<file path="config.mk">
export PLATFORM = sky130hd
export DESIGN_NAME = demux_1x2_32_reg
export DESIGN_NICKNAME = d
export VERILOG_FILES = /design/src/rtl/demux_1x2_32_reg.sv
export SDC_FILE = /design/constraint.sdc
export NUM_CORES = 1
export LEC_CHECK = 0
export ABC_AREA = 1
export CORE_MARGIN = 2
export CORE_UTILIZATION = 38
export CTS_BUF_LIST = sky130_fd_sc_hd__clkbuf_4 sky130_fd_sc_hd__clkbuf_8
export DETAILED_ROUTE_END_ITERATION = 8
export PLACE_DENSITY_LB_ADDON = 0.05
export SLEW_MARGIN = 10
export SYNTH_ARGS = -nofsm -noshare
export SYNTH_HDL_FRONTEND = slang
export SYNTH_SLANG_ARGS = --single-unit
</file>
<file path="constraint.sdc">
create_clock -name clk -period 1.1 [get_ports clk]
set_input_delay 0.22 -clock clk [delete_from_list [all_inputs] [get_ports clk]]
set_output_delay 0.22 -clock clk [all_outputs]
set_load 0.02 [all_outputs]
</file>
<file path="src/rtl/demux_1x2_32_reg.sv">
// ---------------------------------------------------------------------------
// demux_1x2_32_reg
//
// Registered 1-to-2 demultiplexer for datapath words. Each input word is
// steered by s to one of two output channels. Each channel has a one-entry
// holding register, so a stalled consumer only blocks words meant for it.
//
// Optional feature macro: DEMUX_STATS_EN
//   When defined, count0/count1 report the number of words accepted for
//   each channel. The counters wrap and are cleared by rst.
//
// Ports
//   clk         in   rising-edge clock
//   rst         in   synchronous, active-high reset
//   in          in   input word
//   in_valid    in   input word present
//   s           in   channel select (0 -> out0, 1 -> out1)
//   in_ready    out  word accepted this cycle when in_valid && in_ready
//   out0        out  channel 0 holding register
//   out0_valid  out  channel 0 holds a word
//   out0_ready  in   channel 0 consumer takes the word
//   out1        out  channel 1 holding register
//   out1_valid  out  channel 1 holds a word
//   out1_ready  in   channel 1 consumer takes the word
//   count0      out  words accepted for channel 0 (DEMUX_STATS_EN only)
//   count1      out  words accepted for channel 1 (DEMUX_STATS_EN only)
// ---------------------------------------------------------------------------
module demux_1x2_32_reg #(
  parameter int WIDTH = 32
`ifdef DEMUX_STATS_EN
  ,
  parameter int CNT_WIDTH = 16
`endif
) (
  input  logic             clk,
  input  logic             rst,
  input  logic [WIDTH-1:0] in,
  input  logic             in_valid,
  input  logic             s,
  output logic             in_ready,
  output logic [WIDTH-1:0] out0,
  output logic             out0_valid,
  input  logic             out0_ready,
  output logic [WIDTH-1:0] out1,
  output logic             out1_valid,
  input  logic             out1_ready
`ifdef DEMUX_STATS_EN
  ,
  output logic [CNT_WIDTH-1:0] count0,
  output logic [CNT_WIDTH-1:0] count1
`endif
);

  typedef enum logic {
    EMPTY = 1'b0,
    FULL  = 1'b1
  } chState_e;

  chState_e         state0_q, state0_d;
  chState_e         state1_q, state1_d;
  logic [WIDTH-1:0] data0_q, data0_d;
  logic [WIDTH-1:0] data1_q, data1_d;
  logic             accept0;
  logic             accept1;

  // A channel can take a new word when it is empty or is being drained in
  // this same cycle. Only the selected channel gates the input.
  assign in_ready = s ? ((state1_q == EMPTY) || out1_ready)
                      : ((state0_q == EMPTY) || out0_ready);

  assign accept0 = in_valid && in_ready && !s;
  assign accept1 = in_valid && in_ready &&  s;

  // Next-state for both channel FSMs. A drained channel keeps its last
  // data value; a load while draining gives back-to-back transfers.
  always_comb begin
    state0_d = state0_q;
    data0_d  = data0_q;
    state1_d = state1_q;
    data1_d  = data1_q;

    case (state0_q)
      EMPTY: begin
        if (accept0) begin
          state0_d = FULL;
          data0_d  = in;
        end
      end
      FULL: begin
        if (accept0) begin
          data0_d = in;
        end else if (out0_ready) begin
          state0_d = EMPTY;
        end
      end
      default: state0_d = EMPTY;
    endcase

    case (state1_q)
      EMPTY: begin
        if (accept1) begin
          state1_d = FULL;
          data1_d  = in;
        end
      end
      FULL: begin
        if (accept1) begin
          data1_d = in;
        end else if (out1_ready) begin
          state1_d = EMPTY;
        end
      end
      default: state1_d = EMPTY;
    endcase
  end

  // State registers; reset discards any held word.
  always_ff @(posedge clk) begin
    if (rst) begin
      state0_q <= EMPTY;
      state1_q <= EMPTY;
      data0_q  <= '0;
      data1_q  <= '0;
    end else begin
      state0_q <= state0_d;
      state1_q <= state1_d;
      data0_q  <= data0_d;
      data1_q  <= data1_d;
    end
  end

  assign out0       = data0_q;
  assign out1       = data1_q;
  assign out0_valid = (state0_q == FULL);
  assign out1_valid = (state1_q == FULL);

`ifdef DEMUX_STATS_EN
  logic [CNT_WIDTH-1:0] count0_q, count1_q;

  // Per-channel accept counters, wrapping naturally at full scale.
  always_ff @(posedge clk) begin
    if (rst) begin
      count0_q <= '0;
      count1_q <= '0;
    end else begin
      if (accept0) count0_q <= count0_q + CNT_WIDTH'(1);
      if (accept1) count1_q <= count1_q + CNT_WIDTH'(1);
    end
  end

  assign count0 = count0_q;
  assign count1 = count1_q;
`endif

endmodule
</file>
==> reports/metrics.yaml, run 1 <==
status: "finished, violations left"
violations: "negative setup slack"
place_inst: 731
synth_cell_types: 16
tritoncts: "done"
seqPwrFrac_pct: 39.3
rsz0062_at_grt: "true"
cp-end-kind: "primary output"
netlist.area_leader.share_pct: 39.5
grt.total_usage_pct: 18.5
multi_input_area_mm2: 0.00126
p_sw_share_pct: 27.4
clock-sinks: 66
die_height_um: 97.9
grt_first_pass_wirelength_um: 14400
finalWirelength_um: 9150
fillCellCount: 869
total_leakage_power_uw: 0.00282
hold_class: "in2reg"
wire_per_inst_um: 12.0
startpoint_type: "flop"
dpl.hpwl_um: 5700
grt_max_degree: 39
dieWidth_um: 97.9
finalSetupViolCount: 69
worst_ep_required_time_ns: 0.88
ant_nets: 0
drc: 0
finClkSkew_ns: 0.0140
seqCellArea_mm2: 0.00134
cts_buffers: 9
worstPathArrival_ns: 1.11
start_util_pct: 38.8
dieArea_mm2: 0.00957
slew_violations: 0
antenna_found_initial: 0
cts_root_buffer: "clkbuf_8"
hold_ws_ns: 0.419
worst_pin_slew_ns: 0.373
clockBufferDepth: 2
r2r_slack_ns: -0.20
ys_warn_count: 0
worstPathMaxFanout: 3
period_needed_ns: 1.33
period_share_pct: 121
worst_slack_ns: -0.231
internal-power_uw: 4900
synth_seq_cells: 66
gp_congestion: 0.762
path_class: "reg2out"
htree_levels: 3
core_area_mm2: 0.00864
post_layout_nonfiller_instances: 765
post_dp_cell_area_mm2: 0.00458
hold_viol: 0
io_pins: 105
p_sw_uw: 1850
detail_route.iter0.violations: 116
row_count: 34
totalPowerFinal_uw: 6760
drv_cap: 0
fmaxAchievable_mhz: 751
viasPerCell: 4.33
design_area_mm2: 0.00498
antennaDiodeCount: 0
cts.clk_slew.worst_paths_ns: 0.08
vias: 3309
peakVddDrop_v: 0.000839
utilization_pct: 57.7
clock_latency_ns: 0.34
fin_nets: 690
avgSynthCellArea_um2: 6.30
p_clk_share_pct: 38.4
syn-num-nets: 569
relSlewSlack_pct: 75.1
dr.pass1.iters: 4
ys_seq_area_share_pct: 39.5
p_comb_share_pct: 22.3
area_growth_pct: 48.7
overflow: 0
syn_inst: 531
power_density_mw_per_mm2: 1360
drive_gt1_share_pct: 24.2
synth_area_mm2: 0.00335
io_buffers: 104
synth_top_area_cell: "dfxtp_1"
grt_pass1_vias: 3004
synth_area_leaders: "dfxtp_1 39%, inv_1 18%, nand2_1 15%"
==> logic make-up (layout without fill, tap and decap cells) <==
kind of cell,Yosys count,after routing,share of synthesized area (%)
DFF,66,66,39.5
AOI/OAI and AO/OA,1,1,0.187
buffers and inverters,199,325,25.1
and+or+nand+nor,265,265,35.3
==> repair_timing <==
action / CTS / global route
hold buffers: 0 / 0
pin swaps: 7 / 28
cloned: 2 / 5
resized for setup: 289 / 67
endpoints found under the setup margin: 132 / 106
setup buffers: 6 / 5
==> per-stage QoR <==
stage	TNS, ns	setup WS [ns]
3_3_place_gp	-35.10	-0.759
6_report	-7.58	-0.231
2_1_floorplan	-0.0157	-0.0157
3_5_place_dp	-36.33	-0.753
4_1_cts	-7.50	-0.249
5_1_grt	-12.35	-0.292
==> critical path, stage by stage, from the launching register on <==
cell and delay [ns]:
dfxtp_4 0.37, nand2_8 0.08, nor2_4 0.04, a31oi_4 0.15, buf_6 0.14
==> final timing paths <==
kind	startpoint	to	cells after the start
setup / recovery	out0_valid	in_ready	4
hold / removal	s	out1[11]	5
setup reg to reg	out0_valid	out0[18]	8
hold reg to reg	out0[3]	out0[3]	4
==> layer usage <==
layer  wire length (um)  part of all wire (%)  global-route usage, %  vias to the layer above
li1                   -                     -                      -                     1785
met1               4250                    46                   24.0                     1421
met2               4180                    46                   30.0                       88
met3                539                   5.9                   4.37                       15
met4                174                   1.9                   7.05                        0
met5                  0                     0                      0                        -
==> Yosys cell counts, drive strengths merged <==
cell    instances
a31oi           1
buf            29
clkbuf          4
dfxtp          66
inv           166
nand2         134
nand3           2
nand4          64
nor2           65
==> power groups by stage <==
stage,clock (uW),combinational (uW),sequential (uW)
2_1_floorplan,0,624,2900
3_3_place_gp,0,1440,2700
3_5_place_dp,0,1460,2710
4_1_cts,2640,1380,2650
5_1_grt,2780,1670,2680
6_report,2600,1500,2660
==> flip-flops by register name, indices dropped and copies added, names as in the netlist <==
register    count
out1           32
out0           32
out1_valid      1
out0_valid      1
==> final cells by class <==
class | instances | area share (%)
Tap cell | 108 | 2.71
Clock buffer | 12 | 3.19
Sequential cell | 66 | 26.9
Multi-Input combinational cell | 266 | 25.3
Timing Repair Buffer | 143 | 27.4
Clock inverter | 4 | 1.96
Inverter | 166 | 12.6
==> cell usage in the layout, fill, tap and decap left out <==
cell and instances:
clkdlybuf4s50_1 34, nand2_8 1, buf_16 2, clkbuf_8 11, inv_2 5, buf_6 10
dfxtp_4 1, nor2_1 61, dlygate4sd2_1 1, clkbuf_4 1, nand3_4 2, buf_12 9
nand4_1 64, dfxtp_2 13, clkbuf_16 4, dfxtp_1 52, buf_8 2, clkinvlp_4 1
inv_4 1, nand2_2 6, buf_4 52, buf_2 29, bufinv_16 3, nand2_4 1
nand2_1 126, nor2_2 3, a31oi_4 1, inv_1 160, nor2_4 1
Power figures use the tool's default switching activity.
==> run 2: changes to the inputs <==
--- a/config.mk
+++ b/config.mk
@@ -6,9 +6,11 @@
 export NUM_CORES = 1
 export LEC_CHECK = 0
 export ABC_AREA = 1
+export CORE_ASPECT_RATIO = 1.75
 export CORE_MARGIN = 2
 export CORE_UTILIZATION = 38
 export CTS_BUF_LIST = sky130_fd_sc_hd__clkbuf_4 sky130_fd_sc_hd__clkbuf_8
+export CTS_CLUSTER_SIZE = 24
 export DETAILED_ROUTE_END_ITERATION = 8
 export PLACE_DENSITY_LB_ADDON = 0.05
 export SLEW_MARGIN = 10
==> reports/metrics.yaml, run 2 (synthesis results as in run 1) <==
finalWirelength_um: 8840
grt_first_pass_wirelength_um: 14000
viasPerCell: 4.33
grt_pass1_vias: 2950
clock-sinks: 66
core_area_mm2: 0.00861
start_util_pct: 38.9
vias: 3333
final_cell_mix: "162 x inv_1, 132 x nand2_1, 64 x nand4_1, 64 x nor2_1, 55 x buf_4"
fin_nets: 685
relSlewSlack_pct: 84.2
tritoncts: "done"
dr.pass1.iters: 5
dieArea_mm2: 0.00960
violations: "negative setup slack"
clock_latency_ns: 0.34
detail_route.iter0.violations: 130
worst_slack_ns: -0.209
row_count: 45
antenna_found_initial: 0
final_common_cell: "inv_1"
ant_nets: 0
design_area_mm2: 0.00485
dpl.hpwl_um: 6050
hold_viol: 0
r2r_slack_ns: -0.17
fmaxAchievable_mhz: 764
cts_root_buffer: "clkbuf_8"
dieWidth_um: 74.9
cts.clk_slew.worst_paths_ns: 0.07
drive_gt1_share_pct: 22.4
status: "finished, violations left"
drv_cap: 0
totalPowerFinal_uw: 6190
worst_pin_slew_ns: 0.237
rsz0062_at_grt: "true"
worstPathMaxFanout: 2
worst_ep_required_time_ns: 0.88
overflow: 0
worstPathArrival_ns: 1.09
timing.setup.tns_ns: -7.02
seqCellArea_mm2: 0.00135
multi_input_area_mm2: 0.00121
drc: 0
wire_per_inst_um: 11.5
gp_congestion: 0.757
peakVddDrop_v: 0.000776
io_pins: 105
grt_max_degree: 35
path_class: "reg2out"
period_needed_ns: 1.31
startpoint_type: "flop"
power_density_mw_per_mm2: 1280
cts_hold_buf: 0
htree_levels: 3
io_buffers: 104
finClkSkew_ns: 0.00502
total_leakage_power_uw: 0.00277
finalSetupViolCount: 68
grt.total_usage_pct: 19.1
period_share_pct: 119
post_dp_cell_area_mm2: 0.00458
slew_violations: 0
antennaDiodeCount: 0
cts_buffers: 9
hold_class: "in2reg"
clockBufferDepth: 2
die_height_um: 128
area_growth_pct: 44.9
fillCellCount: 908
cp-end-kind: "primary output"
-- run 2: final cells by class --
cell class,count,share of cell area [%]
well taps,117,3.02
flip-flops and latches,66,27.8
clock inverters,4,1.03
clock buffers,12,3.15
multi-input cells,266,25.0
inverters,166,12.9
repair buffers,138,27.1
-- run 2: final timing paths --
kind	startpoint	end	cells past startpoint
worst max-delay path	out0_valid	in_ready	4
worst min-delay path	in_valid	out0[14]	5
worst max register to register	out0_valid	out0[28]	7
worst min register to register	out1[4]	out1[4]	4
-- run 2: report_power, final --
part / total [uW] / switching, uW / internal (uW)
combinational: 1460 / 795 / 665
clock: 2070 / 908 / 1160
sequential: 2660 / 92.3 / 2570
total: 6190 / 1790 / 4390
-- run 2: critical path, cell delays in order (launching register included) --
cell,delay [ns]
dfxtp_4,0.36
nand2_4,0.07
nor2_2,0.04
a31oi_2,0.13
buf_4,0.16
-- run 2: per-layer routing --
layer / share of wire, % / track usage, % / vias up
li1: - / - / 1772
met1: 40 / 21.7 / 1463
met2: 53 / 33.1 / 89
met3: 5.6 / 4.56 / 9
met4: 1.5 / 7.67 / 0
met5: 0 / 0 / -
-- run 2: timing repair --
action | in CTS | in global routing
cloned | 5 | 0
buffers inserted | 6 | 1
pin swaps | 2 | 18
setup endpoints to repair | 132 | 110
gates resized for setup | 308 | 52
-- run 2: per-stage QoR --
step	cells	hold slack, ns	util (%)	setup WS (ns)
after floorplan	531	0.455	-	-0.0157
after global placement	741	0.495	53.2	-0.765
after detailed placement	741	0.495	53.2	-0.764
after CTS	768	0.448	54.8	-0.232
after global routing	769	0.472	56.3	-0.264
final	769	0.473	56.3	-0.209
==> run 3: changes to the inputs <==
--- a/config.mk
+++ b/config.mk
@@ -5,7 +5,7 @@
 export SDC_FILE = /design/constraint.sdc
 export NUM_CORES = 1
 export LEC_CHECK = 0
-export ABC_AREA = 1
+export CAP_MARGIN = 20
 export CORE_ASPECT_RATIO = 1.75
 export CORE_MARGIN = 2
 export CORE_UTILIZATION = 38
==> reports/metrics.yaml, run 3 <==
status: "finished, violations left"
violations: "negative setup slack"
antennaDiodeCount: 0
die_height_um: 117
path_class: "reg2out"
async_flop_share_pct: 0
dpl.hpwl_um: 4180
critPathLaunch: "out1_valid"
ys_warn_count: 0
r2r_slack_ns: -0.17
synth_top_area_cell: "dfxtp_1"
htree_levels: 3
dr.pass1.iters: 4
synth_seq_cells: 66
clockBufferDepth: 2
cts.clk_slew.worst_paths_ns: 0.06
vias: 2135
avgSynthCellArea_um2: 10.9
synth_area_mm2: 0.00277
row_count: 41
drc: 0
area_growth_pct: 51.7
holdCritStartpoint: "out0_ready"
synth_area_leaders: "dfxtp_1 48%, mux2i_1 23%, nand2b_1 22%"
grt.total_usage_pct: 17.4
dieArea_mm2: 0.00802
place_inst: 446
power_density_mw_per_mm2: 1360
startpoint_type: "flop"
clock_latency_ns: 0.34
finalSetupViolCount: 62
design_area_mm2: 0.00420
final_cell_mix: "96 x nand2b_1, 62 x mux2i_1, 59 x dfxtp_1"
fillCellCount: 667
io_pins: 105
ys_seq_area_share_pct: 47.7
syn_inst: 253
synth_common_cells: "96 x nand2b_1, 66 x dfxtp_1, 64 x mux2i_1"
r2r_start: "out0_valid"
hold_class: "in2reg"
antenna_found_initial: 0
worst_slack_ns: -0.276
hold_viol: 0
cts_hold_buf: 0
syn-num-nets: 291
post_dp_cell_area_mm2: 0.00404
grt_max_degree: 52
relSlewSlack_pct: 86.3
cts_buffers: 9
holdPathStages: 4
worstPathMaxFanout: 2
netlist.area_leader.share_pct: 47.7
final_common_cell: "nand2b_1"
pre_cts_ws_ns: -0.694
hold-path-endpoint: "out0_valid"
period_needed_ns: 1.38
fmaxAchievable_mhz: 727
tritoncts: "done"
peakVddDrop_v: 0.000768
worst_ep_required_time_ns: 0.88
synth-edff-count: 0
post_layout_nonfiller_instances: 470
synth_cell_types: 15
rr_worst_depth: 6
finalWirelength_um: 6540
dieWidth_um: 68.5
detail_route.iter0.violations: 63
grt_pass1_vias: 2102
io_buffers: 104
drv_cap: 0
finClkSkew_ns: 0.00577
r2r_end: "out0[9]"
cts_root_buffer: "clkbuf_8"
worst_pin_slew_ns: 0.205
wire_per_inst_um: 13.9
gp_congestion: 0.680
synth_flop_cell: "dfxtp_1"
drive_gt1_share_pct: 33.3
worstPathArrival_ns: 1.16
ant_nets: 0
viasPerCell: 4.54
start_util_pct: 38.8
grt_first_pass_wirelength_um: 10200
fin_nets: 417
cp-end-kind: "primary output"
total_leakage_power_uw: 0.00197
hold_ws_ns: 0.278
synth.most_common_cell: "nand2b_1"
rsz0062_at_grt: "true"
clock-sinks: 66
core_area_mm2: 0.00713
slew_violations: 0
period_share_pct: 125
overflow: 0
## run 3: through the flow
step / setup TNS (ns) / utilization (%) / power [uW]
global placement: -30.03 / 56.7 / 3640
CTS: -5.51 / 58.3 / 5780
detailed placement: -30.78 / 56.7 / 3650
finish: -4.26 / 58.9 / 5700
floorplan: 0 / - / 3140
global route: -7.77 / 58.9 / 5970
## run 3: worst max-delay path by stage
stage	cells after the start	slack, ns	end
detailed placement	3	-0.69	in_ready
global placement	4	-0.69	in_ready
global route	3	-0.31	in_ready
floorplan	5	0.002	out0[10]
finish	3	-0.28	in_ready
CTS	3	-0.29	in_ready
## run 3: power breakdown
group | leakage, uW | internal [uW] | switching (uW) | total (uW)
Sequential | 0.000543 | 2520 | 68.2 | 2590
Clock | 0.000111 | 1240 | 865 | 2110
Combinational | 0.00131 | 555 | 455 | 1010
## run 3: timing repair
item	4_1_cts	5_1_grt
buffers inserted	3	2
endpoints found under the hold margin	0	0
pin swaps	1	0
gates resized for setup	289	45
gates cloned	6	0
endpoints found under the setup margin	131	100
## run 3: cell families (layout without fill, tap and decap cells)
family / Yosys count / count (layout) / share of synthesized area, %
AOI/OAI and AO/OA: 2 / 2 / 0.361
buffers and inverters: 18 / 149 / 4.56
DFF: 66 / 66 / 47.7
muxes: 65 / 65 / 23.5
and+or+nand+nor: 102 / 102 / 23.8
## run 3: layout make-up
cell class	count	area, um^2	share of cell area (%)
clock inverters	2	35.0	0.834
well taps	86	108	2.56
multi-input cells	169	1350	32.1
clock buffers	14	174	4.14
repair buffers	133	1200	28.6
flip-flops and latches	66	1340	31.8
## run 3: per-layer routing
| layer | global-route usage (%) | routed length (um) | vias up |
|---|---|---|---|
| li1 | - | - | 1085 |
| met1 | 19.3 | 2620 | 979 |
| met2 | 29.7 | 3390 | 62 |
| met3 | 5.45 | 420 | 9 |
| met4 | 7.60 | 111 | 0 |
| met5 | 0 | 0 | - |
## run 3: critical path: stages (launching register included)
cell and delay (ns):
dfxtp_4 0.36, nand2b_4 0.07, mux2_4 0.27, buf_6 0.13
==> edit: new RTL, flow settings as in run 2 <==
Build with the macro `DEMUX_STATS_EN` defined.
--- a/src/rtl/demux_1x2_32_reg.sv
+++ b/src/rtl/demux_1x2_32_reg.sv
@@ -27,2 +27,4 @@
 // ---------------------------------------------------------------------------
+`define DEMUX_STATS_EN
+
 module demux_1x2_32_reg #(
Formal check against the unedited RTL (old outputs only; new: count0 and count1): equivalent (Yosys induction, for registers that start in step).
==> edit against run 2 <==
The run still ends with negative setup slack left; setup slack got worse by 54 ps; wire length up 53%; critical endpoint is now count0[2]; non-clock buffer count up 98; power is 22% higher; sequential cell count up 32; largest cell class is now non-clock buffers; die area is 20% higher; synthesized area is 21% higher; combinational power down 4%; cell area increased by 53%.
==> edit: results (changes against run 2) <==
* Drt pass-1 iters at 4 (-1)
* FILL cells at 817 (-10%)
* Run status: complete, but fails checks
* Static Leak at 3.09 nW (+12%)
* Final worst setup slack at -263 ps (-53.5 ps)
* Synth top area cells: dfxtp_1, nand2_1, a21oi_1, nor2_1, inv_1
* Adder-cell share of the synthesized area at 0.618% (+0.62 points)
* Compound-cell area share of the yosys netlist at 10.1% (+9.9 points)
* Syn_nets at 600 (+5.4%)
* Synth top cells by count: nand2_1, dfxtp_1, a21oi_1
* PortBufs at 136 (+31%)
* Peak VDD IR at 0.859 mV (+11%)
* Clock transition at path regs at 100 ps (+30 ps)
* Final setup violation count at 105 (+54%)
* Comb pwr share at 18.6% (-5.0 points)
* Number of global-route vias before repair at 4223 (+43%)
* Hpwl dp at 8430 um (+39%)
* Post-CTS resize count at 583 (+89%)
* Failing checks: negative setup slack
* Seq/Total Area, Yosys at 48.5% (+9.0 points)
* Routed wire length at 13600 um (+53%)
* WHS Path Cells at 3 (-2)
* Post-CTS Setup Inserts at 9 (+3)
* Critical Path Fanout Max at 6 (+4)
* Clk_lat worst skew at 370 ps (+30 ps)
-- edit: cell count changes in the layout (fill, tap and decap cells not counted), sizes merged, moves of 9 or more --
cell	change
a21oi	+74
buf	+96
dfxtp	+32
inv	-132
nand2	+68
nand3	+15
nand4	-56
nor2	+9
nor3	+12
-- edit: worst reg2reg max path: stages, from the launching register on --
cell and delay [ps]:
dfxtp_4 360, nand2_4 70, buf_12 100, nand3_4 160, buf_12 200, nor3_4 180
buf_4 130, nor3b_2 30
-- edit: worst paths after layout --
path | endpoint | slack, ps
worst max-delay path | count0[2] | -260
worst min-delay path | count0[6] | 170
worst max register to register | count0[2] | -260
worst min register to register | out0[1] | 470
-- edit: metal layers --
| metal | global-route usage [%] | share of wire [%] | up-vias |
|---|---|---|---|
| li1 | - | - | 2214 |
| met1 | 24.1 | 37 | 2136 |
| met2 | 39.8 | 56 | 107 |
| met3 | 6.19 | 5.2 | 22 |
| met4 | 7.54 | 1.8 | 0 |
| met5 | 0 | 0 | - |
-- edit: final cells by class --
class	instances	area (um^2)	share of cell area, %
clock buffers	9	124	1.67
clock inverters	6	65.1	0.879
inverters	33	134	1.81
multi-input cells	402	2300	31.1
flip-flops and latches	98	2110	28.6
well taps	127	159	2.15
repair buffers	236	2500	33.8
-- edit: kinds of logic (layout without fill, tap and decap cells) --
logic type,after synthesis,after routing
compound gates,80,80
xor+xnor,5,5
fa+ha+maj,2,2
buf+inv,61,284
flops,98,98
simple gates,314,315
-- edit: through the flow --
step	util [%]	cell area (um^2)	worst slack [ps]	std cells	hold WS [ps]
6_report	71.8	7400	-263	911	169
5_1_grt	71.8	7400	-317	911	168
4_1_cts	61.7	6360	-203	882	155
3_5_place_dp	58.8	6060	-630	855	455
3_3_place_gp	58.8	6060	-621	855	452
2_1_floorplan	-	4190	-101	560	363
